[src/rtl/mul_arbiter_pkg.sv]
// Shared types and constants for the multiplier arbiter.
// Optional feature: MUL_ARBITER_ZERO_BYPASS_EN (uses is_zero_op below).
package mul_arbiter_pkg;

   typedef enum logic [1:0] {
      MArbIdle    = 2'd0,
      MArbBusy    = 2'd1,
      MArbRelease = 2'd2
   } marb_state_e;

   localparam logic        MulStart = 1'b1;
   localparam logic        MulStop  = 1'b0;
   localparam logic [31:0] ZeroWord = 32'h0000_0000;

   // Either operand zero means the product is trivially zero.
   function automatic logic is_zero_op(input logic [31:0] a, input logic [31:0] b);
      return (a == ZeroWord) || (b == ZeroWord);
   endfunction

endpackage

[src/rtl/mul_arbiter_if.sv]
// Requester and multiplier bus of the multiplier arbiter.
// Suffixes are from the arbiter's point of view: slave = arbiter, master = environment.
interface mul_arbiter_if;

   logic [1:0]  req_valid_i;
   logic [1:0]  req_signed_i;
   logic [63:0] req_a_i;
   logic [63:0] req_b_i;
   logic [1:0]  req_cancel_i;
   logic [1:0]  req_accept_o;
   logic [1:0]  resp_valid_o;
   logic [63:0] resp_result_o;
   logic        mul_start_o;
   logic        mul_signed_o;
   logic [31:0] mul_ina_o;
   logic [31:0] mul_inb_o;
   logic [63:0] mul_result_i;
   logic        mul_ready_i;

   modport slave (
      input  req_valid_i, req_signed_i, req_a_i, req_b_i, req_cancel_i,
      input  mul_result_i, mul_ready_i,
      output req_accept_o, resp_valid_o, resp_result_o,
      output mul_start_o, mul_signed_o, mul_ina_o, mul_inb_o
   );

   modport master (
      output req_valid_i, req_signed_i, req_a_i, req_b_i, req_cancel_i,
      output mul_result_i, mul_ready_i,
      input  req_accept_o, resp_valid_o, resp_result_o,
      input  mul_start_o, mul_signed_o, mul_ina_o, mul_inb_o
   );

endinterface

[src/rtl/mul_arbiter_rr_arb2.sv]
// Two-way round-robin arbiter: masked requests, pointer moves only on a taken grant.
module rr_arb2 (
   input  logic       clk,
   input  logic       rst,
   input  logic [1:0] i_req,
   input  logic [1:0] i_mask,
   input  logic       i_update,
   output logic [1:0] o_gnt
);

   logic       r_prio;  // 0: requester 0 wins a tie, 1: requester 1 wins a tie
   logic [1:0] w_req;

   // One-hot grant among unmasked requests; tie broken by the pointer.
   always_comb begin
      w_req = i_req & ~i_mask;
      o_gnt = 2'b00;
      if (w_req == 2'b11) begin
         o_gnt = r_prio ? 2'b10 : 2'b01;
      end else begin
         o_gnt = w_req;
      end
   end

   // Hand priority to the requester that did not just win.
   always_ff @(posedge clk or negedge rst) begin
      if (!rst) begin
         r_prio <= 1'b0;
      end else if (i_update && (o_gnt != 2'b00)) begin
         r_prio <= o_gnt[0];
      end
   end

endmodule

[src/rtl/mul_arbiter.sv]
// Shares one iterative 32x32 multiplier between two requesters with round-robin grant,
// operand latching, start/ready handshake (with a forced start-low release cycle),
// per-requester cancel and a sticky BUSY watchdog.
// Optional feature: MUL_ARBITER_ZERO_BYPASS_EN returns zero products without the multiplier.
module mul_arbiter
   import mul_arbiter_pkg::*;
#(
   parameter int unsigned WATCHDOG_CYCLES = 64
) (
   input  logic         clk,
   input  logic         rst,
   mul_arbiter_if.slave bus,
   output logic         busy_o,
   output logic         timeout_o
);

   localparam int unsigned WdW = (WATCHDOG_CYCLES > 1) ? $clog2(WATCHDOG_CYCLES) : 1;
   localparam logic [WdW-1:0] WdLast = WdW'(WATCHDOG_CYCLES - 1);

   marb_state_e  r_state;
   marb_state_e  w_state_nxt;

   logic         w_grant_en;
   logic [1:0]   w_arb_req;
   logic [1:0]   w_gnt;
   logic         w_gnt_idx;
   logic [31:0]  w_sel_a;
   logic [31:0]  w_sel_b;
   logic         w_sel_signed;
   logic         w_bypass;
   logic         w_cancel_now;

   logic         r_owner;
   logic         r_cancel;
   logic         r_mul_start;
   logic         r_mul_signed;
   logic [31:0]  r_ina;
   logic [31:0]  r_inb;
   logic [1:0]   r_resp_valid;
   logic [63:0]  r_resp_result;
   logic [WdW-1:0] r_wd_cnt;
   logic         r_timeout;

   // Grants only from IDLE once the multiplier has dropped ready; held off during reset.
   assign w_grant_en   = (r_state == MArbIdle) && !bus.mul_ready_i && rst;
   assign w_arb_req    = bus.req_valid_i & {2{w_grant_en}};
   assign w_gnt_idx    = w_gnt[1];
   assign w_sel_a      = w_gnt_idx ? bus.req_a_i[63:32] : bus.req_a_i[31:0];
   assign w_sel_b      = w_gnt_idx ? bus.req_b_i[63:32] : bus.req_b_i[31:0];
   assign w_sel_signed = w_gnt_idx ? bus.req_signed_i[1] : bus.req_signed_i[0];
   assign w_cancel_now = r_cancel | bus.req_cancel_i[r_owner];

`ifdef MUL_ARBITER_ZERO_BYPASS_EN
   assign w_bypass = is_zero_op(w_sel_a, w_sel_b);
`else
   assign w_bypass = 1'b0;
`endif

   rr_arb2 u_rr_arb2 (
      .clk      (clk),
      .rst      (rst),
      .i_req    (w_arb_req),
      .i_mask   (bus.req_cancel_i),
      .i_update (w_grant_en),
      .o_gnt    (w_gnt)
   );

   // State register.
   always_ff @(posedge clk or negedge rst) begin
      if (!rst) begin
         r_state <= MArbIdle;
      end else begin
         r_state <= w_state_nxt;
      end
   end

   // Next-state: IDLE -> BUSY on a real grant, BUSY -> RELEASE on ready, RELEASE -> IDLE on !ready.
   always_comb begin
      w_state_nxt = r_state;
      unique case (r_state)
         MArbIdle: begin
            if ((w_gnt != 2'b00) && !w_bypass) begin
               w_state_nxt = MArbBusy;
            end
         end
         MArbBusy: begin
            if (bus.mul_ready_i) begin
               w_state_nxt = MArbRelease;
            end
         end
         MArbRelease: begin
            if (!bus.mul_ready_i) begin
               w_state_nxt = MArbIdle;
            end
         end
         default: w_state_nxt = MArbIdle;
      endcase
   end

   // Datapath: operand latch, start handshake, response capture, cancel flag and watchdog.
   always_ff @(posedge clk or negedge rst) begin
      if (!rst) begin
         r_owner       <= 1'b0;
         r_cancel      <= 1'b0;
         r_mul_start   <= MulStop;
         r_mul_signed  <= 1'b0;
         r_ina         <= ZeroWord;
         r_inb         <= ZeroWord;
         r_resp_valid  <= 2'b00;
         r_resp_result <= 64'h0;
         r_wd_cnt      <= '0;
         r_timeout     <= 1'b0;
      end else begin
         r_resp_valid <= 2'b00;
         unique case (r_state)
            MArbIdle: begin
               if (w_gnt != 2'b00) begin
                  r_owner      <= w_gnt_idx;
                  r_cancel     <= 1'b0;
                  r_mul_signed <= w_sel_signed;
                  r_ina        <= w_sel_a;
                  r_inb        <= w_sel_b;
                  r_wd_cnt     <= '0;
                  if (w_bypass) begin
                     r_resp_valid  <= w_gnt;
                     r_resp_result <= 64'h0;
                  end else begin
                     r_mul_start <= MulStart;
                  end
               end
            end
            MArbBusy: begin
               if (bus.req_cancel_i[r_owner]) begin
                  r_cancel <= 1'b1;
               end
               // Counter parks at its last value; the flag stays set until reset.
               if (r_wd_cnt == WdLast) begin
                  r_timeout <= 1'b1;
               end else begin
                  r_wd_cnt <= r_wd_cnt + 1'b1;
               end
               if (bus.mul_ready_i) begin
                  r_mul_start <= MulStop;
                  if (!w_cancel_now) begin
                     r_resp_valid[r_owner] <= 1'b1;
                     r_resp_result         <= bus.mul_result_i;
                  end
               end
            end
            default: begin
               r_mul_start <= MulStop;
            end
         endcase
      end
   end

   // Outputs: accept is the live grant, everything else comes straight from registers.
   always_comb begin
      bus.req_accept_o  = w_gnt;
      bus.resp_valid_o  = r_resp_valid;
      bus.resp_result_o = r_resp_result;
      bus.mul_start_o   = r_mul_start;
      bus.mul_signed_o  = r_mul_signed;
      bus.mul_ina_o     = r_ina;
      bus.mul_inb_o     = r_inb;
      busy_o            = (r_state != MArbIdle);
      timeout_o         = r_timeout;
   end

endmodule

[src/flat_wrapper.sv]
// flat-port wrapper written by rule: the top's interface ports become plain ports
module mul_arbiter_flat import mul_arbiter_pkg::*;
#(
   parameter int unsigned WATCHDOG_CYCLES = 64
)
  (clk, rst, busy_o, timeout_o, bus_req_valid_i, bus_req_signed_i, bus_req_a_i, bus_req_b_i, bus_req_cancel_i, bus_mul_result_i, bus_mul_ready_i, bus_req_accept_o, bus_resp_valid_o, bus_resp_result_o, bus_mul_start_o, bus_mul_signed_o, bus_mul_ina_o, bus_mul_inb_o);
  mul_arbiter_if bus_i ();
  input  logic clk;
  input  logic rst;
  output logic busy_o;
  output logic timeout_o;
  input wire logic [$bits(bus_i.req_valid_i)-1:0] bus_req_valid_i;
  input wire logic [$bits(bus_i.req_signed_i)-1:0] bus_req_signed_i;
  input wire logic [$bits(bus_i.req_a_i)-1:0] bus_req_a_i;
  input wire logic [$bits(bus_i.req_b_i)-1:0] bus_req_b_i;
  input wire logic [$bits(bus_i.req_cancel_i)-1:0] bus_req_cancel_i;
  input wire logic [$bits(bus_i.mul_result_i)-1:0] bus_mul_result_i;
  input wire logic [$bits(bus_i.mul_ready_i)-1:0] bus_mul_ready_i;
  output wire logic [$bits(bus_i.req_accept_o)-1:0] bus_req_accept_o;
  output wire logic [$bits(bus_i.resp_valid_o)-1:0] bus_resp_valid_o;
  output wire logic [$bits(bus_i.resp_result_o)-1:0] bus_resp_result_o;
  output wire logic [$bits(bus_i.mul_start_o)-1:0] bus_mul_start_o;
  output wire logic [$bits(bus_i.mul_signed_o)-1:0] bus_mul_signed_o;
  output wire logic [$bits(bus_i.mul_ina_o)-1:0] bus_mul_ina_o;
  output wire logic [$bits(bus_i.mul_inb_o)-1:0] bus_mul_inb_o;
  assign bus_i.req_valid_i = bus_req_valid_i;
  assign bus_i.req_signed_i = bus_req_signed_i;
  assign bus_i.req_a_i = bus_req_a_i;
  assign bus_i.req_b_i = bus_req_b_i;
  assign bus_i.req_cancel_i = bus_req_cancel_i;
  assign bus_i.mul_result_i = bus_mul_result_i;
  assign bus_i.mul_ready_i = bus_mul_ready_i;
  assign bus_req_accept_o = bus_i.req_accept_o;
  assign bus_resp_valid_o = bus_i.resp_valid_o;
  assign bus_resp_result_o = bus_i.resp_result_o;
  assign bus_mul_start_o = bus_i.mul_start_o;
  assign bus_mul_signed_o = bus_i.mul_signed_o;
  assign bus_mul_ina_o = bus_i.mul_ina_o;
  assign bus_mul_inb_o = bus_i.mul_inb_o;
  mul_arbiter #(.WATCHDOG_CYCLES(WATCHDOG_CYCLES)) u_core (.clk(clk), .rst(rst), .bus(bus_i), .busy_o(busy_o), .timeout_o(timeout_o));
endmodule
[config.mk]
export PLATFORM = sky130hd
export DESIGN_NAME = mul_arbiter_flat
export DESIGN_NICKNAME = d
export VERILOG_FILES = /design/src/rtl/mul_arbiter_pkg.sv /design/src/rtl/mul_arbiter_if.sv /design/src/rtl/mul_arbiter_rr_arb2.sv /design/src/rtl/mul_arbiter.sv /design/src/flat_wrapper.sv
export SDC_FILE = /design/constraint.sdc
export NUM_CORES = 1
export LEC_CHECK = 0
export BUFFER_PORTS_ARGS = -buffer_cell sky130_fd_sc_hd__buf_4
export CAP_MARGIN = 20
export CORE_AREA = 5 5 138 140
export CTS_CLUSTER_SIZE = 10
export DETAILED_ROUTE_END_ITERATION = 16
export DIE_AREA = 0 0 143 145
export PLACE_DENSITY = 0.73
export SLEW_MARGIN = 5
export SYNTH_ARGS = -nofsm -noshare
export SYNTH_HDL_FRONTEND = slang
export SYNTH_HIERARCHICAL = 1
export SYNTH_SLANG_ARGS = --single-unit
[constraint.sdc]
create_clock -name clk -period 3.2 [get_ports clk]
set_clock_uncertainty 0.15 [all_clocks]
set_input_delay 0.32 -clock clk [delete_from_list [all_inputs] [get_ports clk]]
set_output_delay 0.32 -clock clk [all_outputs]
set_load 0.03 [all_outputs]
Word level (Yosys, flattened, before mapping)
Cells that the tools add are included.
Widths: inputs -> output; s select.
{"block": "word_totals", "register_bits": 144, "latchBits": 0, "ram_bits": 0, "rom_bits": 0, "out_inout_bits": 136, "wordCells": 70, "n_memories": 0}
{"block": "op_classes", "n_addsub": 1, "n_mul": 0, "div": 0, "n_lt_le_gt_ge": 2, "eq_ne": 9, "shifts": 0, "n_mux": 25, "n_bitwise": 5, "reduce_logical": 16}
{"op": "$mux 32", "count": 2}
{"op": "$mux 2", "count": 8}
{"op": "$mux 6", "count": 2}
{"op": "$pmux 6 s2", "count": 1}
{"op": "$reduce_and 3->1", "count": 4}
{"op": "$mux 1", "count": 8}
{"op": "$ne 2x2->1 const B", "count": 4}
{"op": "$add 6x1->6 const B", "count": 1}
{"op": "$eq 6x6->1 const B", "count": 1}
{"op": "$pmux 2 s3", "count": 1}
{"op": "$reduce_and 2->1", "count": 3}
{"op": "$reduce_bool 2->1", "count": 3}
{"op": "$and 2x2->2", "count": 2}
{"op": "$eq 2x2->1 const B", "count": 2}
{"op": "$logic_and 1x1->1", "count": 4}
{"op": "$pmux 1 s2", "count": 2}
{"op": "$eq 2x1->1 const B", "count": 1}
{"op": "$logic_not 2->1", "count": 1}
{"op": "$lt 1x2->1 const B", "count": 1}
{"op": "$ne 2x1->1 const B", "count": 1}
{"op": "$not 2->2", "count": 1}
{"op": "$demux 1 s1", "count": 1}
{"op": "$ge 1x1->1 const B", "count": 1}
{"op": "$logic_not 1->1", "count": 1}
{"op": "2 further kinds", "count": 2}

Logic depth before layout (Yosys ltp)
Gate-level depths: netlist of the first run.
{"block": "logic_depth", "word_depth": 10, "mapped_depth": 12}

Hierarchy
The synthesis of the first run kept the hierarchy.
{"mod": "mul_arbiter", "instances": 1, "cells_each": 489, "area_each_um2": 6358.6, "seq_area_each_um2": 3578.4}
{"mod": "rr_arb2", "instances": 1, "cells_each": 8, "area_each_um2": 80.1, "seq_area_each_um2": 25.0}

Worst setup path before layout of the first run
No wires, ideal clock.
{"block": "synth_timing", "path_type": "reg-to-reg", "startpoint": "register u_core.r_state[0]", "endpoint": "register u_core.r_inb[1] (netlist: u_core/bus.mul_inb_o[1])", "arrival_ns": 2.636, "t_required_ns": 2.917, "path_slack_ns": 0.281, "stages_incl_launch_ff": 12, "n_path_buf": 2, "period_less_slack_ns": 2.919, "cell_sequence": "dfrtp_1 > nor2_1 > inv_2 > nor3b_1 > and2_1 > nand2b_1 > a21oi_1 > nor2_1 > buf_2 > clkbuf_1 > o21ai_0 > o21ai_0"}
{"block": "synth_between", "elab_chain_cells": 9, "elab_cells_between_ends": 10, "cone_classes": "1 x eq/ne; 2 x mux; 2 x bitwise; 5 x reduce/logical"}
{"element": "from (decl)", "line": "mul_arbiter.sv:20", "text": "marb_state_e r_state;"}
{"element": "from (signal assigned)", "line": "mul_arbiter.sv:71", "text": "r_state <= MArbIdle;"}
{"element": "from (signal assigned)", "line": "mul_arbiter.sv:73", "text": "r_state <= w_state_nxt;"}
{"element": "$logic_not 2->1 (*)", "line": "mul_arbiter.sv:45", "text": "assign w_grant_en = (r_state == MArbIdle) && !bus.mul_ready_i && rst;"}
{"element": "$logic_and 1x1->1 (*) (2 in a row)", "line": "mul_arbiter.sv:45"}
{"element": "via u_core.w_grant_en", "line": "mul_arbiter.sv:23", "text": "logic w_grant_en;"}
{"element": "$and 2x2->2 (*)", "line": "mul_arbiter.sv:46", "text": "assign w_arb_req = bus.req_valid_i & {2{w_grant_en}};"}
{"element": "via u_core.w_arb_req[0]", "line": "mul_arbiter.sv:24", "text": "logic [1:0] w_arb_req;"}
{"element": "$and 2x2->2 (*)", "line": "mul_arbiter_rr_arb2.sv:16", "text": "w_req = i_req & ~i_mask;"}
{"element": "$eq 2x2->1", "line": "mul_arbiter_rr_arb2.sv:18", "text": "if (w_req == 2'b11) begin"}
{"element": "$mux 2 (*)", "line": "mul_arbiter_rr_arb2.sv:18"}
{"element": "via bus_req_accept_o[0]", "line": "flat_wrapper.sv:19", "text": "output wire logic [$bits(bus_i.req_accept_o)-1:0] bus_req_accept_o;"}
{"element": "$reduce_bool 2->1 (*)", "line": "mul_arbiter.sv:117", "text": "if (w_gnt != 2'b00) begin"}
{"element": "$reduce_and 2->1 (no source line) (*)"}
{"element": "to (signal assigned)", "line": "mul_arbiter.sv:108", "text": "r_inb <= ZeroWord;"}
{"element": "to (signal assigned)", "line": "mul_arbiter.sv:122", "text": "r_inb <= w_sel_b;"}
{"element": "to (decl)", "line": "mul_arbiter.sv:38", "text": "logic [31:0] r_inb;"}
Mark *: on every way through the listed nets, which the timed path passes. The rest lies on a longest branch.
A chain may end at the register's enable or synchronous reset.

Worst setup path in the final report of the first run
{"block": "layout_timing", "startpoint": "register u_core.r_state[0]", "endpoint": "output port bus_req_accept_o[1]"}
{"block": "layout_between", "elab_chain_cells": 7}
{"element": "$logic_not 2->1 (*)", "line": "mul_arbiter.sv:45"}
{"element": "$logic_and 1x1->1 (*) (2 in a row)", "line": "mul_arbiter.sv:45"}
{"element": "via u_core.w_grant_en", "line": "mul_arbiter.sv:23"}
{"element": "$and 2x2->2 (*)", "line": "mul_arbiter.sv:46"}
{"element": "via u_core.w_arb_req[1]", "line": "mul_arbiter.sv:24"}
{"element": "$and 2x2->2 (*)", "line": "mul_arbiter_rr_arb2.sv:16"}
{"element": "$eq 2x2->1", "line": "mul_arbiter_rr_arb2.sv:18"}
{"element": "$mux 2 (*)", "line": "mul_arbiter_rr_arb2.sv:18"}
{"element": "to (decl)", "line": "flat_wrapper.sv:19"}
Marks and branches as above.

==> results of run 1 <==
==> cell families after synthesis <==
family / Yosys count
buffers and inverters: 39
multiplexers: 132
adder cells (fa/ha/maj): 1
XOR/XNOR: 3
AND/OR/NAND/NOR: 26
flip-flops: 144
AO/OA/AOI/OAI: 152
==> timing repair <==
action	CTS	global route
hold buffers	67	0
resized for setup	0	1
hold endpoints to repair	67	0
endpoints found under the setup margin	0	1
==> state kept, by name, summed over array words and instances (netlist names) <==
| register | cells |
|---|---|
| u_core/bus.resp_result_o | 64 |
| u_core/bus.mul_ina_o | 32 |
| u_core/bus.mul_inb_o | 32 |
| u_core/r_wd_cnt | 6 |
| u_core/bus.resp_valid_o | 2 |
| u_core/r_state | 2 |
| u_core/bus.mul_signed_o | 1 |
| u_core/bus.mul_start_o | 1 |
| u_core/r_cancel | 1 |
| u_core/r_owner | 1 |
| u_core/timeout_o | 1 |
| u_core/u_rr_arb2/r_prio | 1 |
==> cell usage in the layout, fill, tap and decap left out, types with 2 or more instances in the layout <==
master | Yosys | routed
a21oi_1 | 3 | 3
a32o_1 | 2 | 2
and2_1 | 2 | 2
buf_12 | 0 | 3
buf_4 | 0 | 343
clkbuf_16 | 0 | 18
clkinv_2 | 0 | 2
clkinv_4 | 0 | 2
clkinvlp_4 | 0 | 2
dfrtp_1 | 144 | 144
dlygate4sd3_1 | 0 | 67
inv_1 | 2 | 2
inv_6 | 0 | 5
inv_8 | 0 | 3
mux2_1 | 4 | 4
mux2_4 | 60 | 60
mux2i_1 | 68 | 68
nand2_1 | 3 | 3
nand2b_1 | 4 | 4
nand3_1 | 4 | 4
nor2_1 | 4 | 3
nor2b_1 | 3 | 3
o21ai_0 | 98 | 98
o21ai_1 | 38 | 37
o2bb2ai_1 | 2 | 2
xor2_1 | 2 | 2
==> path summary, 6_finish.rpt <==
kind	cells after the start	endpoint	startpoint	slack, ns
max in group asynchronous	3	u_core/bus.resp_result_o[0]	rst	1.71
setup / recovery	8	bus_req_accept_o[1]	u_core/r_state[0]	0.26
min in group asynchronous	2	u_core/bus.mul_inb_o[26]	rst	0.11
setup reg to reg	10	u_core/bus.mul_ina_o[6]	u_core/r_state[0]	0.54
hold reg to reg	2	u_core/timeout_o	u_core/timeout_o	0.33
hold / removal	3	u_core/bus.mul_inb_o[9]	bus_req_b_i[9]	0.03
==> stage by stage <==
stage / cells / util, % / worst slack [ns] / power, W
finish: 1139 / 59.3 / 0.262 / 0.00918
CTS: 1137 / 59.1 / 0.0582 / 0.00916
floorplan: 497 / - / 0.281 / 0.00535
global placement: 1038 / 52.1 / 0.570 / 0.00705
global route: 1139 / 59.3 / 0.0764 / 0.00963
detailed placement: 1038 / 52.1 / 0.506 / 0.00712
==> critical path, cell delays in order, from the launching register on <==
cell and delay (ns):
dfrtp_1 0.42, nor2_1 0.19, inv_2 0.05, nor3b_1 0.33, and2_1 0.20, nor2b_4 0.15, o21a_4 0.22, buf_16 0.27
buf_4 0.21
==> final cells by class <==
type / instances / area, µm² / share of cell area, %
timing repair buffer: 416 / 3370 / 32.1
inverter: 3 / 11.3 / 0.107
tap: 229 / 287 / 2.73
clock inverter: 15 / 150 / 1.43
antenna: 1 / 2.50 / 0.0238
clock buffer: 17 / 425 / 4.05
multi-input combinational: 314 / 2660 / 25.3
sequential: 144 / 3600 / 34.3
==> routing by layer <==
layer | vias up | global-route usage [%] | wire length [µm] | part of all wire (%)
li1 | 2599 | - | - | -
met1 | 2704 | 26.2 | 9080 | 40
met2 | 278 | 34.1 | 10900 | 48
met3 | 28 | 7.70 | 2100 | 9.3
met4 | 0 | 5.94 | 471 | 2.1
met5 | - | 0 | 0 | 0
==> power breakdown <==
part           switching [W]  internal, W
combinational        0.00243      0.00175
clock               0.000850      0.00110
sequential          0.000480      0.00257
==> synth_stat cells <==
library cell / number
a21boi_0: 1
a21oi_1: 3
a22o_1: 1
a32o_1: 2
and2_1: 2
buf_2: 11
buf_6: 7
clkbuf_1: 18
dfrtp_1: 144
ha_1: 1
inv_1: 2
inv_2: 1
mux2_1: 4
mux2_4: 60
mux2i_1: 68
nand2_1: 3
nand2b_1: 4
nand3_1: 4
nand3b_1: 1
nand4bb_1: 1
nor2_1: 4
nor2b_1: 3
nor2b_4: 1
nor3_1: 1
nor3b_1: 1
o211ai_1: 1
o21a_1: 2
o21ai_0: 98
o21ai_1: 38
o21bai_1: 1
o221ai_1: 1
o22ai_1: 1
o2bb2ai_1: 2
o31ai_1: 1
or4_1: 1
xnor2_1: 1
xor2_1: 2
==> results.md, run 1 <==
- Starting density of the core: between 30% and 40%
- Fin area: roughly 11,000 µm²
- Crit path DAT: between 2 and 2.5 ns
- Final max-slew violation count: 0
- Layout cells sized above 1: 49.2%
- Min-delay worst type: primary input to register
- Via-per-instance ratio: 4.92
- Avg Inst Size Synth: about 13 µm²
- Fin nets: ~1,100
- Die ar.: slightly above 20,000 µm²
- Final-report setup violation count: 0
- Rel. slew slack: 31.7%
- Count of final hold-check violations: 0
- Synth area leaders: dfrtp_1 56%, mux2_4 14%, mux2i_1 11%
- Total of warnings raised by yosys: 6
- Peak Freq: between 0.3 and 0.4 GHz
- Post-DP HPWL: ~15 mm
- WS Path Type: register to output port
- Cell area after placement: between 9000 and 10,000 µm²
- Cells after Synth: roughly 500
- Largest net degree at the start of global routing: 73
- Drc violations: 0
- CTS Buf Count: 17
- Row cnt: approximately 50
- Max clock buf depth: 2
- Tightest Pin Transition: between 1 and 1.5 ns
- Worst ir drop on vdd: between 500 and 600 µV
- CTS clk-pin slew, worst paths: approximately 0.06 ns
- CP startpoint kind: register
- Detailed-route via count: 5,609
- Largest family of logic cells by synthesized area: multiplexers
- Max Cap Viol: 0
- Core ar.: 17,700 µm²
- GRT Total Usage: 21.0%
- Sequential share of the synthesized area: between 50% and 60%
- Crit Path Max Fanout: 33
- Multiplexer share of the synthesized area: 25.3%
- CP required: 2.73 ns
- Tmin final: 2.94 ns
- Sink Count: roughly 140
- Die Width: roughly 140 µm
- Maximum level of the CTS H-tree: 4
- Clk root buf: clkbuf_16
- Hold WS: about 0.027 ns
- Total negative slack: 0 ns
- Gr ovfl total: 0
- Final wirelength: ~23 mm
- Netlist Area Pre-Place: around 6400 µm²
- Wirelength per Cell: 19.8 µm
- First-pass GRT wire length: approximately 34 mm
- Post-CTS setup buffers: 0
- Netlist cell types: 37
- FF+latch count, synth: roughly 140
- Area growth from synthesis to layout: 63.2%
- GPL Wtd Cong: ~0.75
- Chip height: 145 µm
- Fillers: around 1,400
- XOR/XNOR share of the synthesized area: 0.408%
- Synth Area in Simple Gates: 2.41%
- DRT antenna net count: 0
- Initial antenna violation count: 1
- Vias in the first global route: 5,947
- Top cell type's share of synthesized area: roughly 56%
- Worst setup EP type: output port
- Cell leakage power: ~5.2 nW
- RSZ-0062 raised after global routing: no
- Syn nets: between 600 and 700
- Run status: complete, no violations
- Leading area contributor after synthesis: dfrtp_1
- Synth Area in Adders: 0.194%
- P per Cell Area: ~870 nW/µm²
- Drt first-iter violations: between 200 and 300
- IO Pins: 337
- Worst-Skew Late Latency: 0.41 ns
- Post-synthesis compound-gate area fraction: between 10% and 20%
- Crit share post-route: about nine tenths
- DRT Pass-1 Iters: 4
- CTS tree: done
- # port buffers: between 300 and 400
Power figures use the tool's default switching activity.
==> run 2, diff against run 1 <==
--- a/config.mk
+++ b/config.mk
@@ -6,7 +6,6 @@
 export NUM_CORES = 1
 export LEC_CHECK = 0
 export BUFFER_PORTS_ARGS = -buffer_cell sky130_fd_sc_hd__buf_4
-export CAP_MARGIN = 20
 export CORE_AREA = 5 5 138 140
 export CTS_CLUSTER_SIZE = 10
 export DETAILED_ROUTE_END_ITERATION = 16
==> constraint.sdc (replaced) <==
create_clock -name clk -period 3.4 [get_ports clk]
set_clock_uncertainty 0.15 [all_clocks]
set_input_delay 0.34 -clock clk [delete_from_list [all_inputs] [get_ports clk]]
set_output_delay 0.34 -clock clk [all_outputs]
set_load 0.03 [all_outputs]
==> results.md, run 2 (same netlist as run 1, synthesis figures left out) <==
- Hold Crit Endpoint: u_core/bus.resp_result_o[13]
- Cell leakage power: 5.17 nW (about the same)
- Worst ir drop on vdd: 470 µV (-10%)
- Top delay family on crit path: simple AND/OR/NAND/NOR gates
- Largest net degree at the start of global routing: 145 (+99%)
- CTS tree: done
- Gr ovfl total: 0 (unchanged)
- FF-to-FF setup slack: 0.57 ns (+0.03 ns)
- RSZ-0062 raised after global routing: no
- Initial antenna violation count: 0 (-1)
- CP Buf/Inv Count: 3 (unchanged)
- Ant diodes: 0 (-1)
- # port buffers: 336 (unchanged)
- Chip height: 145 µm (unchanged)
- R2R cell count: 10 (unchanged)
- CTS clk-pin slew, worst paths: 0.06 ns (about the same)
- CP max-delay cell: dfrtp_1
- Area growth from synthesis to layout: 63.2% (about the same)
- Worst-Skew Late Latency: 0.41 ns (about the same)
- R2R Path End: u_core/r_state[0]
- Vias in the first global route: 5,865 (-1.4%)
- Crit path depth: 8 (unchanged)
- Crit Path Max Fanout: 48 (+45%)
- Fillers: 1,358 (-3.1%)
- Busiest grt layer: met2
- Most common cell after layout, fill and taps aside: buf_4
- Die Width: 143 µm (unchanged)
- P per Cell Area: 822 nW/µm² (-5.8%)
- CP required: 2.91 ns (+0.18 ns)
- Post-DP HPWL: 14.2 mm (-3.1%)
- Via-per-instance ratio: 4.95 (+0.43%)
- Rel. slew slack: 48.3% (+17 points)
- Drt first-iter violations: 293 (+13%)
- Final-report setup violation count: 0 (unchanged)
- Min-delay worst type: primary input to register
- Fin area: 10,500 µm² (about the same)
- Max reg flops: 64 (unchanged)
- Final wirelength: 22.0 mm (-2.6%)
- Starting density of the core: 36.3% (unchanged)
- Tmin final: around 3.0 ns
- Core ar.: 17,700 µm² (unchanged)
- GPL Wtd Cong: 0.774 (+2.7%)
- Peak Freq: ~0.33 GHz
- Max Cap Viol: 0 (unchanged)
- Worst setup EP type: output port
- DRT Pass-1 Iters: 5 (+1)
- CP startpoint kind: register
- IO Pins: 337 (unchanged)
- Max clock buf depth: 2 (unchanged)
- Largest stage delay on the critical path: 0.42 ns (about the same)
- Most frequent cells in the layout: 343 x buf_4, 144 x dfrtp_1, 98 x o21ai_0
- Row cnt: 49 (unchanged)
- Crit share post-route: approximately nine tenths
- Count of final hold-check violations: 0 (unchanged)
- Met1 Use GR: 24.6% (-1.6 points)
- Crit path DAT: 2.53 ns (+0.06 ns)
- Hold path depth: 2 (-1)
- Area of the multi-input gates: 2670 µm² (+0.52%)
- Wirelength per Cell: 19.4 µm (-2.5%)
- Clk root buf: clkbuf_16
- Drc violations: 0 (unchanged)
- First-pass GRT wire length: 33.6 mm (-1.2%)
- WS Path Type: register to output port
- Final max-slew violation count: 0 (unchanged)
- Met3 track demand over resource: 7.44% (-0.26 points)
- Sink Count: 144 (unchanged)
- HP Start: bus_mul_result_i[13]
- Fin nets: 1,097 (-0.091%)
- Reg area: 3600 µm² (unchanged)
- Met2 Use GR: 34.6% (+0.49 points)
- Tightest Pin Transition: 0.775 ns (-0.246 ns)
- Detailed-route via count: 5,623 (+0.25%)
- CTS Buf Count: 17 (unchanged)
- Layout cells sized above 1: 49.4% (+0.27 points)
- Crit path cell chain: nor2_1 > inv_2 > nor3b_2 > and2_1 > nor2b_4 > o21a_4 > buf_16 > buf_4
- Maximum level of the CTS H-tree: 4 (unchanged)
- Worst r2r src: u_core/r_state[0]
- Run status: complete, no violations
- Die ar.: 20,700 µm² (unchanged)
- Total negative slack: 0 ns (unchanged)
- DRT antenna net count: 0 (unchanged)
- GRT Total Usage: 20.7% (-0.24 points)
- Cell area after placement: 9220 µm² (-0.11%)
-- run 2: report_power, final --
part / internal [W] / leakage (nW) / switching, W
logic: 0.00165 / 3.06 / 0.00228
registers: 0.00241 / 1.84 / 0.000436
clock network: 0.00104 / 0.278 / 0.000824
-- run 2: per-stage QoR --
stage	worst slack, ns	total power (W)	utilization [%]	std cells	hold slack (ns)
after floorplan	0.481	0.00503	-	497	-0.106
after global placement	0.576	0.00663	52.0	1035	0.304
after detailed placement	0.412	0.00670	52.0	1035	0.306
after CTS	0.0167	0.00867	59.0	1132	0.000544
after global routing	0.190	0.00909	59.3	1137	0.0204
final	0.384	0.00864	59.3	1137	0.0390
-- run 2: what timing repair did --
item / 4_1_cts / 5_1_grt
hold buffers: 64 / 1
setup buffers: 0 / 4
hold endpoints to repair: 207 / 1
setup endpoints to repair: 1 / 1
resized for setup: 0 / 2
gates cloned: 1 / 0
-- run 2: worst max path at each step --
stage / from / to
floorplan: u_core/r_state[0] / u_core/bus.mul_inb_o[1]
global route: u_core/r_state[0] / bus_req_accept_o[1]
finish: u_core/r_state[0] / bus_req_accept_o[1]
global placement: u_core/r_state[0] / bus_req_accept_o[1]
detailed placement: u_core/r_state[0] / bus_req_accept_o[1]
CTS: u_core/r_state[0] / bus_req_accept_o[1]
-- run 2: cell type report --
type | count | share of cell area [%]
multi-input combinational | 315 | 25.4
timing repair buffer | 414 | 31.8
clock buffer | 17 | 4.05
tap | 229 | 2.73
clock inverter | 15 | 1.57
sequential | 144 | 34.3
inverter | 3 | 0.107
-- run 2: metal layers --
layer / share of wire [%] / vias to the layer above
li1: - / 2600
met1: 39 / 2726
met2: 49 / 260
met3: 9.8 / 37
met4: 2.3 / 0
met5: 0 / -
==> run 3, diff against run 2 <==
--- a/config.mk
+++ b/config.mk
@@ -6,11 +6,13 @@
 export NUM_CORES = 1
 export LEC_CHECK = 0
 export BUFFER_PORTS_ARGS = -buffer_cell sky130_fd_sc_hd__buf_4
+export CELL_PAD_IN_SITES_DETAIL_PLACEMENT = 0
+export CELL_PAD_IN_SITES_GLOBAL_PLACEMENT = 1
 export CORE_AREA = 5 5 138 140
 export CTS_CLUSTER_SIZE = 10
 export DETAILED_ROUTE_END_ITERATION = 16
 export DIE_AREA = 0 0 143 145
-export PLACE_DENSITY = 0.73
+export PLACE_DENSITY = 0.91
 export SLEW_MARGIN = 5
 export SYNTH_ARGS = -nofsm -noshare
 export SYNTH_HDL_FRONTEND = slang
==> results.md, run 3 (same netlist as run 1, synthesis figures left out) <==
- Run status: complete, no violations
- Total design power: 0.00848 W (-1.9%)
- Min-delay worst type: primary input to register
- Max clock buf depth: 2 (unchanged)
- Post-CTS setup buffers: 0 (unchanged)
- Met1 wire length: 8.26 mm (-4.2%)
- CTS tree: done
- Tmin final: 3.19 ns (+0.176 ns)
- DRT antenna net count: 0 (unchanged)
- Largest stage delay on the critical path: 0.56 ns (+0.14 ns)
- CTS Buf Count: 17 (unchanged)
- Clock Power Share: 20.5% (-1.1 points)
- R2R Path End: u_core/r_state[0]
- Core ar.: 17,700 µm² (unchanged)
- Combinational group share of total power: 45.8% (+0.4 points)
- P_int: 0.00499 W (-2.2%)
- Gr ovfl total: 0 (unchanged)
- GRT Total Usage: 19.6% (-1.1 points)
- Max reg flops: 64 (unchanged)
- Met3 Routed Length: 2.22 mm (+2.7%)
- Sink Count: 144 (unchanged)
- Crit share post-route: 93.9% (+5.2 points)
- FF-to-FF setup slack: 0.54 ns (-0.03 ns)
- Worst-Skew Late Latency: 0.41 ns (about the same)
- Switching share of power: 41.1% (+0.17 points)
- Starting density of the core: 36.3% (unchanged)
- Rel. slew slack: 45.1% (-3.2 points)
- Drt first-iter violations: 194 (-34%)
- Peak Freq: 0.313 GHz (-5.5%)
- # port buffers: 336 (unchanged)
- Hold Crit Endpoint: u_core/bus.resp_result_o[9]
- HP Start: bus_mul_result_i[9]
- Maximum level of the CTS H-tree: 4 (unchanged)
- Area growth from synthesis to layout: 58.8%
- Total negative slack: 0 ns (unchanged)
- Die Width: 143 µm (unchanged)
- Final max-slew violation count: 0 (unchanged)
- R2R cell count: 9 (-1)
- CTS clk-pin slew, worst paths: 0.06 ns (about the same)
- CP Buf/Inv Count: 4 (+1)
- DRT Pass-1 Iters: 4 (-1)
- CP max-delay cell: dlygate4sd3_1
- Ant diodes: 0 (unchanged)
- Fin nets: 1,074 (-2.1%)
- P per Cell Area: 829 nW/µm² (+0.79%)
- GPL Wtd Cong: 0.761 (-1.7%)
- Wirelength per Cell: 19.3 µm (-0.20%)
- Crit path cell chain: dlygate4sd3_1 > buf_6 > nor3b_1 > and2_1 > nor2b_4 > o21a_4 > buf_12 > buf_4
- Initial antenna violation count: 0 (unchanged)
- Post-DP HPWL: 14.5 mm (+2.2%)
- Top sig layer: met4
- Tightest Pin Transition: 0.824 ns (+0.0486 ns)
- Worst ir drop on vdd: 496 µV (+5.5%)
- Worst setup EP type: output port
- Largest net degree at the start of global routing: 71 (-51%)
- Row cnt: 49 (unchanged)
- Crit path DAT: 2.70 ns (+0.17 ns)
- Crit Path Max Fanout: 41 (-15%)
- Final-report setup violation count: 0 (unchanged)
- Most common cell after layout, fill and taps aside: buf_4
- Layout cells sized above 1: 50.2% (+0.78 points)
- CP required: 2.91 ns (about the same)
- WL met2: 10.8 mm (+0.37%)
- CP startpoint kind: primary input
- IO Pins: 337 (unchanged)
- WS Path Type: primary input to output port
- Worst r2r src: u_core/r_state[0]
- Chip height: 145 µm (unchanged)
- Max Cap Viol: 0 (unchanged)
- Die ar.: 20,700 µm² (unchanged)
- Detailed-route via count: 5,417 (-3.7%)
- First-pass GRT wire length: 32.1 mm (-4.7%)
- Final wirelength: 21.5 mm (-2.3%)
- Psw: 0.00348 W (-1.5%)
- Hold path depth: 2 (unchanged)
- Sequential fraction of design power: 33.7% (+0.7 points)
- Via-per-instance ratio: 4.87 (-1.6%)
- Drc violations: 0 (unchanged)
- Cell leakage power: 5.04 nW (-2.6%)
- Vias in the first global route: 5,609 (-4.4%)
- Fillers: 1,474 (+8.5%)
- Clk root buf: clkbuf_16
- Count of final hold-check violations: 0 (unchanged)
- Top delay family on crit path: buffers and inverters
- Most frequent cells in the layout: 341 x buf_4, 144 x dfrtp_1, 98 x o21ai_0
- RSZ-0062 raised after global routing: no
[run 3: cell types whose count changed in the layout (fill, tap and decap cells not counted), sizes merged]
cell / previous run / this run
inv: 12 / 10
o21a: 3 / 2
clkinvlp: 4 / 6
buf: 349 / 346
dlygate4sd3: 65 / 46
bufinv: 1 / 0
[run 3: layer usage]
layer  vias to the layer above  track usage (%)
li1                       2545                -
met1                      2604             23.9
met2                       250             33.2
met3                        18             7.63
met4                         0             3.85
met5                         -                0
[run 3: power groups by stage]
stage / logic, W / clock network, W / registers [W]
after floorplan: 0.000923 / 0 / 0.00411
after global placement: 0.00381 / 0 / 0.00281
after detailed placement: 0.00385 / 0 / 0.00285
after CTS: 0.00390 / 0.00179 / 0.00283
after global routing: 0.00410 / 0.00187 / 0.00294
final: 0.00389 / 0.00173 / 0.00286
[run 3: timing repair]
| action | CTS | global route |
|---|---|---|
| gates resized for setup | 0 | 1 |
| setup endpoints to repair | 0 | 1 |
| endpoints found under the hold margin | 63 | 5 |
| hold buffers | 41 | 5 |
[run 3: through the flow]
step / cells / cell area, µm² / util, % / hold slack (ns) / setup slack, ns
floorplan: 497 / 6440 / - / -0.106 / 0.481
global placement: 1036 / 9210 / 52.0 / 0.0643 / 0.513
detailed placement: 1036 / 9210 / 52.0 / 0.0654 / 0.426
CTS: 1108 / 10200 / 57.4 / 0.000143 / 0.120
global route: 1113 / 10200 / 57.7 / 0.000221 / 0.0328
finish: 1113 / 10200 / 57.7 / 0.0194 / 0.208
[run 3: worst max-delay path by stage]
stage	to	from	slack (ns)	depth (start not counted)
floorplan	u_core/bus.mul_inb_o[1]	u_core/r_state[0]	0.48	11
global placement	u_core/r_state[0]	u_core/r_state[0]	0.51	9
detailed placement	u_core/r_state[0]	u_core/r_state[0]	0.43	9
CTS	bus_req_accept_o[1]	u_core/r_state[0]	0.12	8
global route	bus_req_accept_o[1]	rst	0.03	8
finish	bus_req_accept_o[1]	rst	0.21	8
[run 3: cell type report]
type	instances	area (µm²)	share of cell area, %
Timing Repair Buffer	392	3110	30.4
Inverter	3	11.3	0.110
Sequential cell	144	3600	35.2
Multi-Input combinational cell	314	2660	26.0
Clock inverter	14	125	1.22
Clock buffer	17	425	4.16
Tap cell	229	287	2.80
[run 3: worst register-to-register path: stages, from the launching register on]
cell      delay (ns)
dfrtp_1         0.43
nor2_2          0.26
inv_2           0.06
nor3b_1         0.34
and2_1          0.19
nand2b_1        0.10
o21a_4          0.29
o21ai_4         0.38
buf_4           0.35
o21ai_0         0.17
